--- config.mk ---
export PLATFORM = sky130hd
export DESIGN_NAME = lca_adder_8bit_flat
export DESIGN_NICKNAME = d
export VERILOG_FILES = /design/src/rtl/lca_adder_8bit_if.sv /design/src/rtl/lca_adder_8bit.sv /design/src/flat_wrapper.sv
export SDC_FILE = /design/constraint.sdc
export NUM_CORES = 1
export LEC_CHECK = 0
export CORE_MARGIN = 2
export CORE_UTILIZATION = 41
export DETAILED_ROUTE_END_ITERATION = 8
export GPL_TIMING_DRIVEN = 1
export PLACE_DENSITY = 0.82
export SLEW_MARGIN = 40
export SYNTH_ARGS = -nofsm -noshare
export SYNTH_HDL_FRONTEND = slang
export SYNTH_SLANG_ARGS = --single-unit
--- constraint.sdc ---
create_clock -name clk -period 0.8 [get_ports clk]
set_input_delay 0.12 -clock clk [delete_from_list [all_inputs] [get_ports clk]]
set_output_delay 0.12 -clock clk [all_outputs]
set_load 0.02 [all_outputs]
--- src/rtl/lca_adder_8bit_if.sv ---
// Operand/result bundle for the 8-bit lookahead adder.
// The master drives the operands and carry-in. The slave returns the registered sum and carry-out.
interface lca_adder_8bit_if;
    logic [7:0] a;
    logic [7:0] b;
    logic       cin;
    logic [7:0] sum;
    logic       cout;

    modport master (output a, output b, output cin, input sum, input cout);
    modport slave  (input a, input b, input cin, output sum, output cout);
endinterface

--- src/rtl/lca_adder_8bit.sv ---
// 8-bit two-level carry-lookahead adder with registered outputs.
// Computes {cout, sum} = a + b + cin with one cycle of latency.
// Two 4-bit lookahead groups are joined by a second-level lookahead on the group generate/propagate terms.
module lca_adder_8bit (
    input  logic                 clk,
    input  logic                 rst,
    lca_adder_8bit_if.slave      bus
);

    logic [7:0] g;
    logic [7:0] p;
    logic [7:0] c;
    logic       gg0, gp0, gg1, gp1;
    logic [7:0] s;
    logic       cout_next;

    // Lookahead datapath: every carry inside a group is a flat sum of products.
    always_comb begin
        g = bus.a & bus.b;
        p = bus.a ^ bus.b;

        // group 0, bits [3:0]
        c[0] = bus.cin;
        c[1] = g[0] | (p[0] & bus.cin);
        c[2] = g[1] | (p[1] & g[0]) | (p[1] & p[0] & bus.cin);
        c[3] = g[2] | (p[2] & g[1]) | (p[2] & p[1] & g[0])
             | (p[2] & p[1] & p[0] & bus.cin);
        gg0  = g[3] | (p[3] & g[2]) | (p[3] & p[2] & g[1])
             | (p[3] & p[2] & p[1] & g[0]);
        gp0  = &p[3:0];

        // second level: the only link from group 0 into group 1 is c4
        c[4] = gg0 | (gp0 & bus.cin);

        // group 1, bits [7:4]
        c[5] = g[4] | (p[4] & c[4]);
        c[6] = g[5] | (p[5] & g[4]) | (p[5] & p[4] & c[4]);
        c[7] = g[6] | (p[6] & g[5]) | (p[6] & p[5] & g[4])
             | (p[6] & p[5] & p[4] & c[4]);
        gg1  = g[7] | (p[7] & g[6]) | (p[7] & p[6] & g[5])
             | (p[7] & p[6] & p[5] & g[4]);
        gp1  = &p[7:4];

        cout_next = gg1 | (gp1 & gg0) | (gp1 & gp0 & bus.cin);
        s         = p ^ c;
    end

    // Output register: an asynchronous clear drops any result that has not yet been registered.
    always_ff @(posedge clk or posedge rst) begin
        if (rst) begin
            bus.sum  <= '0;
            bus.cout <= 1'b0;
        end else begin
            bus.sum  <= s;
            bus.cout <= cout_next;
        end
    end

endmodule

--- src/flat_wrapper.sv ---
// flat-port wrapper written by rule: the top's interface ports become plain ports
module lca_adder_8bit_flat 
  (clk, rst, bus_a, bus_b, bus_cin, bus_sum, bus_cout);
  lca_adder_8bit_if bus_i ();
  input  logic clk;
  input  logic rst;
  input wire logic [$bits(bus_i.a)-1:0] bus_a;
  input wire logic [$bits(bus_i.b)-1:0] bus_b;
  input wire logic [$bits(bus_i.cin)-1:0] bus_cin;
  output wire logic [$bits(bus_i.sum)-1:0] bus_sum;
  output wire logic [$bits(bus_i.cout)-1:0] bus_cout;
  assign bus_i.a = bus_a;
  assign bus_i.b = bus_b;
  assign bus_i.cin = bus_cin;
  assign bus_sum = bus_i.sum;
  assign bus_cout = bus_i.cout;
  lca_adder_8bit u_core (.clk(clk), .rst(rst), .bus(bus_i));
endmodule
==> results.yml, run 1 <==
placed_design:
  port_buffers: 27
  placed_cell_area_um2: 992.2
  place_hpwl_um: 1121
  gp_congestion: 0.7282
critical_path:
  worstSetupStartpointType: "input pin"
  slowest_delay_ps: 400
  endpoint_kind: "flop"
  cp_data_arrival_time_ps: 1320
  crit_slowest_cell: "fa_2"
  path_buf_inv: 1
  cp.depth: 6
  crit_required_ps: 930
  path_cells: "buf_8 -> ha_4 -> a21oi_4 -> o2111ai_4 -> fa_2 -> xor2_1"
  cp_max_fo: 2
  worstSetupPathType: "input pin to flop"
  crit_family: "adder cells"
synth:
  syn_area_um2: 556.8
  netlist_instances: 51
  ys_seq_area_frac: 0.4045
  yosysWarnings: 0
  ys_types: 16
  synth_top_cell_by_area: "dfrtp_1"
  ys_ff_latch: 9
  synth.avg_cell_area_um2: 10.92
  syn_nets: 80
  synthTopCellsByArea: "dfrtp_1 40%, ha_1 18%, fa_1 7.2%"
  synth_top_cell_area_share: 0.4045
sta:
  hold_viol: 0
  slew_headroom: 0.7776
  fmax_mhz: 842.3
  setup_violations: 17
  hold_ws_ps: 134.6
  tightest_slew_ps: 333.2
  rsz0062_at_grt: "true"
  maxSlewViolCount: 0
  tns_ps: -2547
  worst_slack_ps: -387.2
  min_period_ps: 1187
  period_share: 1.484
cells_and_area:
  drive_gt1_frac: 0.5652
  diodes: 0
  syn_to_final_growth_pct: 104.9
  final_util: 0.8880
  layout_common_cells: "17 x buf_6, 9 x inv_1, 9 x buf_4, 9 x dfrtp_1"
  final_common_cell: "buf_6"
  fin_nets: 122
  fillers: 57
  finish.instance_area_um2: 1141
power:
  power_leakage_nw: 0.5144
  power_mw: 1.822
  p_per_area_nw_per_um2: 1597
  peakVddDrop_uv: 819.2
detailed_routing:
  drtIter0Drc: 2
  routed_wl_um: 1549
  drt_pass1_iterations: 4
  num_vias: 527
  ant_nets: 0
  wl_per_cell_um: 14.48
  routed_via_density: 4.925
  remaining_drc_errors: 0
clock_network:
  h-tree-depth: 1
  root_buffer: "clkbuf_4"
  cts_tree: "yes"
  clkTransAtPathRegs_ps: 60
  cts_sinks: 9
  cts_hold_buf: 0
  cts_buffers: 3
  clockBufferDepth: 2
floorplanning:
  start_util: 0.4333
  die_w_um: 40.85
  fp.coreArea_um2: 1285
  io_pins: 28
  die_area_um2: 1669
  die_y_um: 40.85
  rows: 13
flow_run:
  maxCapViolations: 0
global_routing:
  grt_max_degree: 10
  grt_first_pass_wirelength_um: 2332
  overflow: 0
  gr-usage-all-layers: 0.2246
  grt_pass1_vias: 562
  antenna_found_initial: 0
run_status:
  violations: "setup timing"
  status: "finished with violations"
worst_hold_path:
  hold_class: "input pin to asynchronous set/reset pin"
## report_power, final
group,switching (mW),internal [mW],total (mW),leakage (nW)
Combinational,0.406,0.490,0.896,0.394
Sequential,0.0428,0.546,0.589,0.106
Clock,0.145,0.191,0.337,0.0150
## layout make-up
type | instances | area [um^2] | share of cell area
Tap cell | 15 | 18.77 | 0.01645
Clock buffer | 4 | 26.28 | 0.02303
Timing Repair Buffer | 37 | 367.9 | 0.3224
Sequential cell | 9 | 225.2 | 0.1974
Multi-Input combinational cell | 32 | 457.9 | 0.4013
Inverter | 10 | 45.04 | 0.03947
## worst max path at each step
| stage | startpoint | to | slack [ps] |
|---|---|---|---|
| after floorplan | bus_a[3] | u_core.bus.sum[4] | -510 |
| after global placement | bus_b[3] | u_core.bus.sum[4] | -1030 |
| after detailed placement | bus_b[0] | u_core.bus.sum[5] | -1060 |
| after CTS | bus_a[0] | u_core.bus.sum[5] | -350 |
| after global routing | bus_a[0] | u_core.bus.sum[5] | -420 |
| final | bus_a[0] | u_core.bus.sum[5] | -390 |
## flip-flops by register name, summed over array words and instances, names as in the netlist
name	flops
u_core.bus.cout	1
u_core.bus.sum	8
## kinds of logic (layout without fill, tap and decap cells)
family | count (synthesis) | after routing | share of synthesized area
flip-flops | 9 | 9 | 0.4045
XOR/XNOR | 6 | 6 | 0.09438
adder cells (fa/ha/maj) | 10 | 10 | 0.2517
AO/OA/AOI/OAI | 9 | 9 | 0.1303
buffers and inverters | 10 | 51 | 0.06742
AND/OR/NAND/NOR | 7 | 7 | 0.05167
## layer usage
layer | global-route usage | routed length [um]
met4 | 0.1333 | 40
met5 | 0 | 0
met1 | 0.2053 | 504
met2 | 0.4375 | 929
met3 | 0.04891 | 75
## through the flow
step / worst slack, ps / instances
floorplan: -505.3 / 51
global placement: -1026 / 101
detailed placement: -1065 / 101
CTS: -347.9 / 107
global route: -421.0 / 107
finish: -387.2 / 107
## synth_stat cells (all sizes together)
cell type,number
ha,8
o31ai,1
a31oi,1
nand3,2
nand2,4
fa,2
nor2,1
inv,10
dfrtp,9
o2111ai,1
xnor2,4
xor2,2
o21ai,2
a21oi,2
o21bai,2
## repair_timing
item	in CTS	in global routing
cloned	0	0
endpoints found under the setup margin	18	17
pin swaps	18	7
resized for setup	119	3
setup buffers	2	0
No activity file was read; power rests on OpenSTA's default activity.
==> run 2, diff against run 1 <==
--- a/config.mk
+++ b/config.mk
@@ -5,11 +5,11 @@
 export SDC_FILE = /design/constraint.sdc
 export NUM_CORES = 1
 export LEC_CHECK = 0
-export CORE_MARGIN = 2
-export CORE_UTILIZATION = 41
+export CORE_MARGIN = 4
+export CORE_UTILIZATION = 38
 export DETAILED_ROUTE_END_ITERATION = 8
 export GPL_TIMING_DRIVEN = 1
-export PLACE_DENSITY = 0.82
+export PLACE_DENSITY = 0.77
 export SLEW_MARGIN = 40
 export SYNTH_ARGS = -nofsm -noshare
 export SYNTH_HDL_FRONTEND = slang
==> constraint.sdc (replaced) <==
create_clock -name clk -period 1.1 [get_ports clk]
set_input_delay 0.165 -clock clk [delete_from_list [all_inputs] [get_ports clk]]
set_output_delay 0.165 -clock clk [all_outputs]
set_load 0.02 [all_outputs]
==> results.yml, run 2 (synthesis gave the netlist of run 1 again) <==
global_routing:
  grt_first_pass_wirelength_um: 2145
  grt_pass1_vias: 552
  antenna_found_initial: 0
  grt_max_degree: 10
  gr-usage-all-layers: 0.1422
  overflow: 0
clock_network:
  cts_hold_buf: 0
  cts_tree: "yes"
  clkTransAtPathRegs_ps: 60
  root_buffer: "clkbuf_4"
  cts_sinks: 9
  cts_buffers: 3
  clockBufferDepth: 2
  h-tree-depth: 1
sta:
  fmax_mhz: 829.9
  min_period_ps: 1205
  rsz0062_at_grt: "true"
  hold_viol: 0
  maxSlewViolCount: 0
  setup_violations: 4
  period_share: 1.095
  hold_ws_ps: 165.7
  worst_slack_ps: -105.0
  slew_headroom: 0.7863
  tightest_slew_ps: 320.2
power:
  p_int_mw: 0.8321
  pwr-share-seq: 0.338
  power_leakage_nw: 0.4983
  switchingPower_mw: 0.3891
  power_mw: 1.221
  power_frac_clock: 0.195
  swShare: 0.3186
  p_per_area_nw_per_um2: 1112
  power_frac_comb: 0.467
  peakVddDrop_uv: 558.8
critical_path:
  crit_family: "adder cells"
  cp_data_arrival_time_ps: 1330
  path_cells: "buf_8 -> ha_4 -> a21oi_4 -> o2111ai_4 -> fa_2 -> xor2_1"
  crit_required_ps: 1230
  slowest_delay_ps: 360
  crit_slowest_cell: "fa_2"
  cp-startpoint: "bus_a[0]"
  path_buf_inv: 1
  cp_max_fo: 2
  worstSetupStartpointType: "input pin"
  worstSetupPathType: "input pin to flop"
  endpoint_kind: "flop"
detailed_routing:
  drt_pass1_iterations: 2
  drtIter0Drc: 2
  ant_nets: 0
  remaining_drc_errors: 0
  routed_wl_um: 1251
  num_vias: 504
  routed_via_density: 4.667
  wl_per_cell_um: 11.58
floorplanning:
  fp.coreArea_um2: 1334
  start_util: 0.4174
  die_w_um: 46.28
  rows: 13
  die_area_um2: 2142
  die_y_um: 46.28
  io_pins: 28
flow_run:
  maxCapViolations: 0
placed_design:
  port_buffers: 27
  gp_congestion: 0.7518
  place_hpwl_um: 1022
  placed_cell_area_um2: 982.2
run_status:
  status: "finished with violations"
  violations: "setup timing"
cells_and_area:
  regMostFlops: "u_core.bus.sum"
  layout_common_cells: "10 x inv_1, 10 x buf_4, 9 x dfrtp_1, 8 x buf_6, 8 x clkdlybuf4s15_1"
  top_regs: "u_core.bus.sum (8), u_core.bus.cout (1)"
  drive_gt1_frac: 0.4194
  diodes: 0
  fin_nets: 123
  fillers: 85
  largest_reg_flops: 8
  syn_to_final_growth_pct: 97.30
  finish.instance_area_um2: 1099
worst_hold_path:
  hold_class: "input pin to asynchronous set/reset pin"
run 2: layout make-up:
class / instances / area (um^2) / area share
well taps: 15 / 18.77 / 0.01708
multi-input cells: 32 / 434.2 / 0.3952
repair buffers: 38 / 356.6 / 0.3246
inverters: 10 / 37.54 / 0.03417
flip-flops and latches: 9 / 225.2 / 0.2050
clock buffers: 4 / 26.28 / 0.02392
run 2: power by group through the flow:
stage	registers, mW	clock network, mW	logic [mW]
final	0.413	0.238	0.570
after global placement	0.417	0	0.533
after detailed placement	0.421	0	0.547
after global routing	0.420	0.263	0.625
after CTS	0.412	0.245	0.551
after floorplan	0.508	0	0.180
run 2: timing repair:
action | CTS | global route
pin swaps | 14 | 4
buffers inserted | 2 | 1
cloned | 0 | 0
resized for setup | 69 | 12
endpoints found under the setup margin | 18 | 13
run 2: metal layers:
| layer | share of wire | GRT usage |
|---|---|---|
| met5 | 0 | 0 |
| met4 | 0.018 | 0.05114 |
| met3 | 0.088 | 0.03516 |
| met2 | 0.53 | 0.2830 |
| met1 | 0.36 | 0.1354 |
run 2: stage by stage:
stage / setup TNS [ps] / instances / setup slack, ps / util
after floorplan: -652.8 / 51 / -250.4 / -
after global placement: -5065 / 101 / -793.4 / 0.7364
after detailed placement: -5237 / 101 / -806.4 / 0.7364
after CTS: -216.6 / 107 / -106.0 / 0.8058
after global routing: -476.9 / 108 / -130.8 / 0.8236
final: -278.4 / 108 / -105.0 / 0.8236
run 2: path summary, 6_finish.rpt:
kind	slack, ps	to	cells past startpoint
min in group clk	290	u_core.bus.sum[3]	4
min	170	u_core.bus.sum[3]	2
max	-100	u_core.bus.sum[5]	6
max in group asynchronous	690	u_core.bus.sum[6]	2
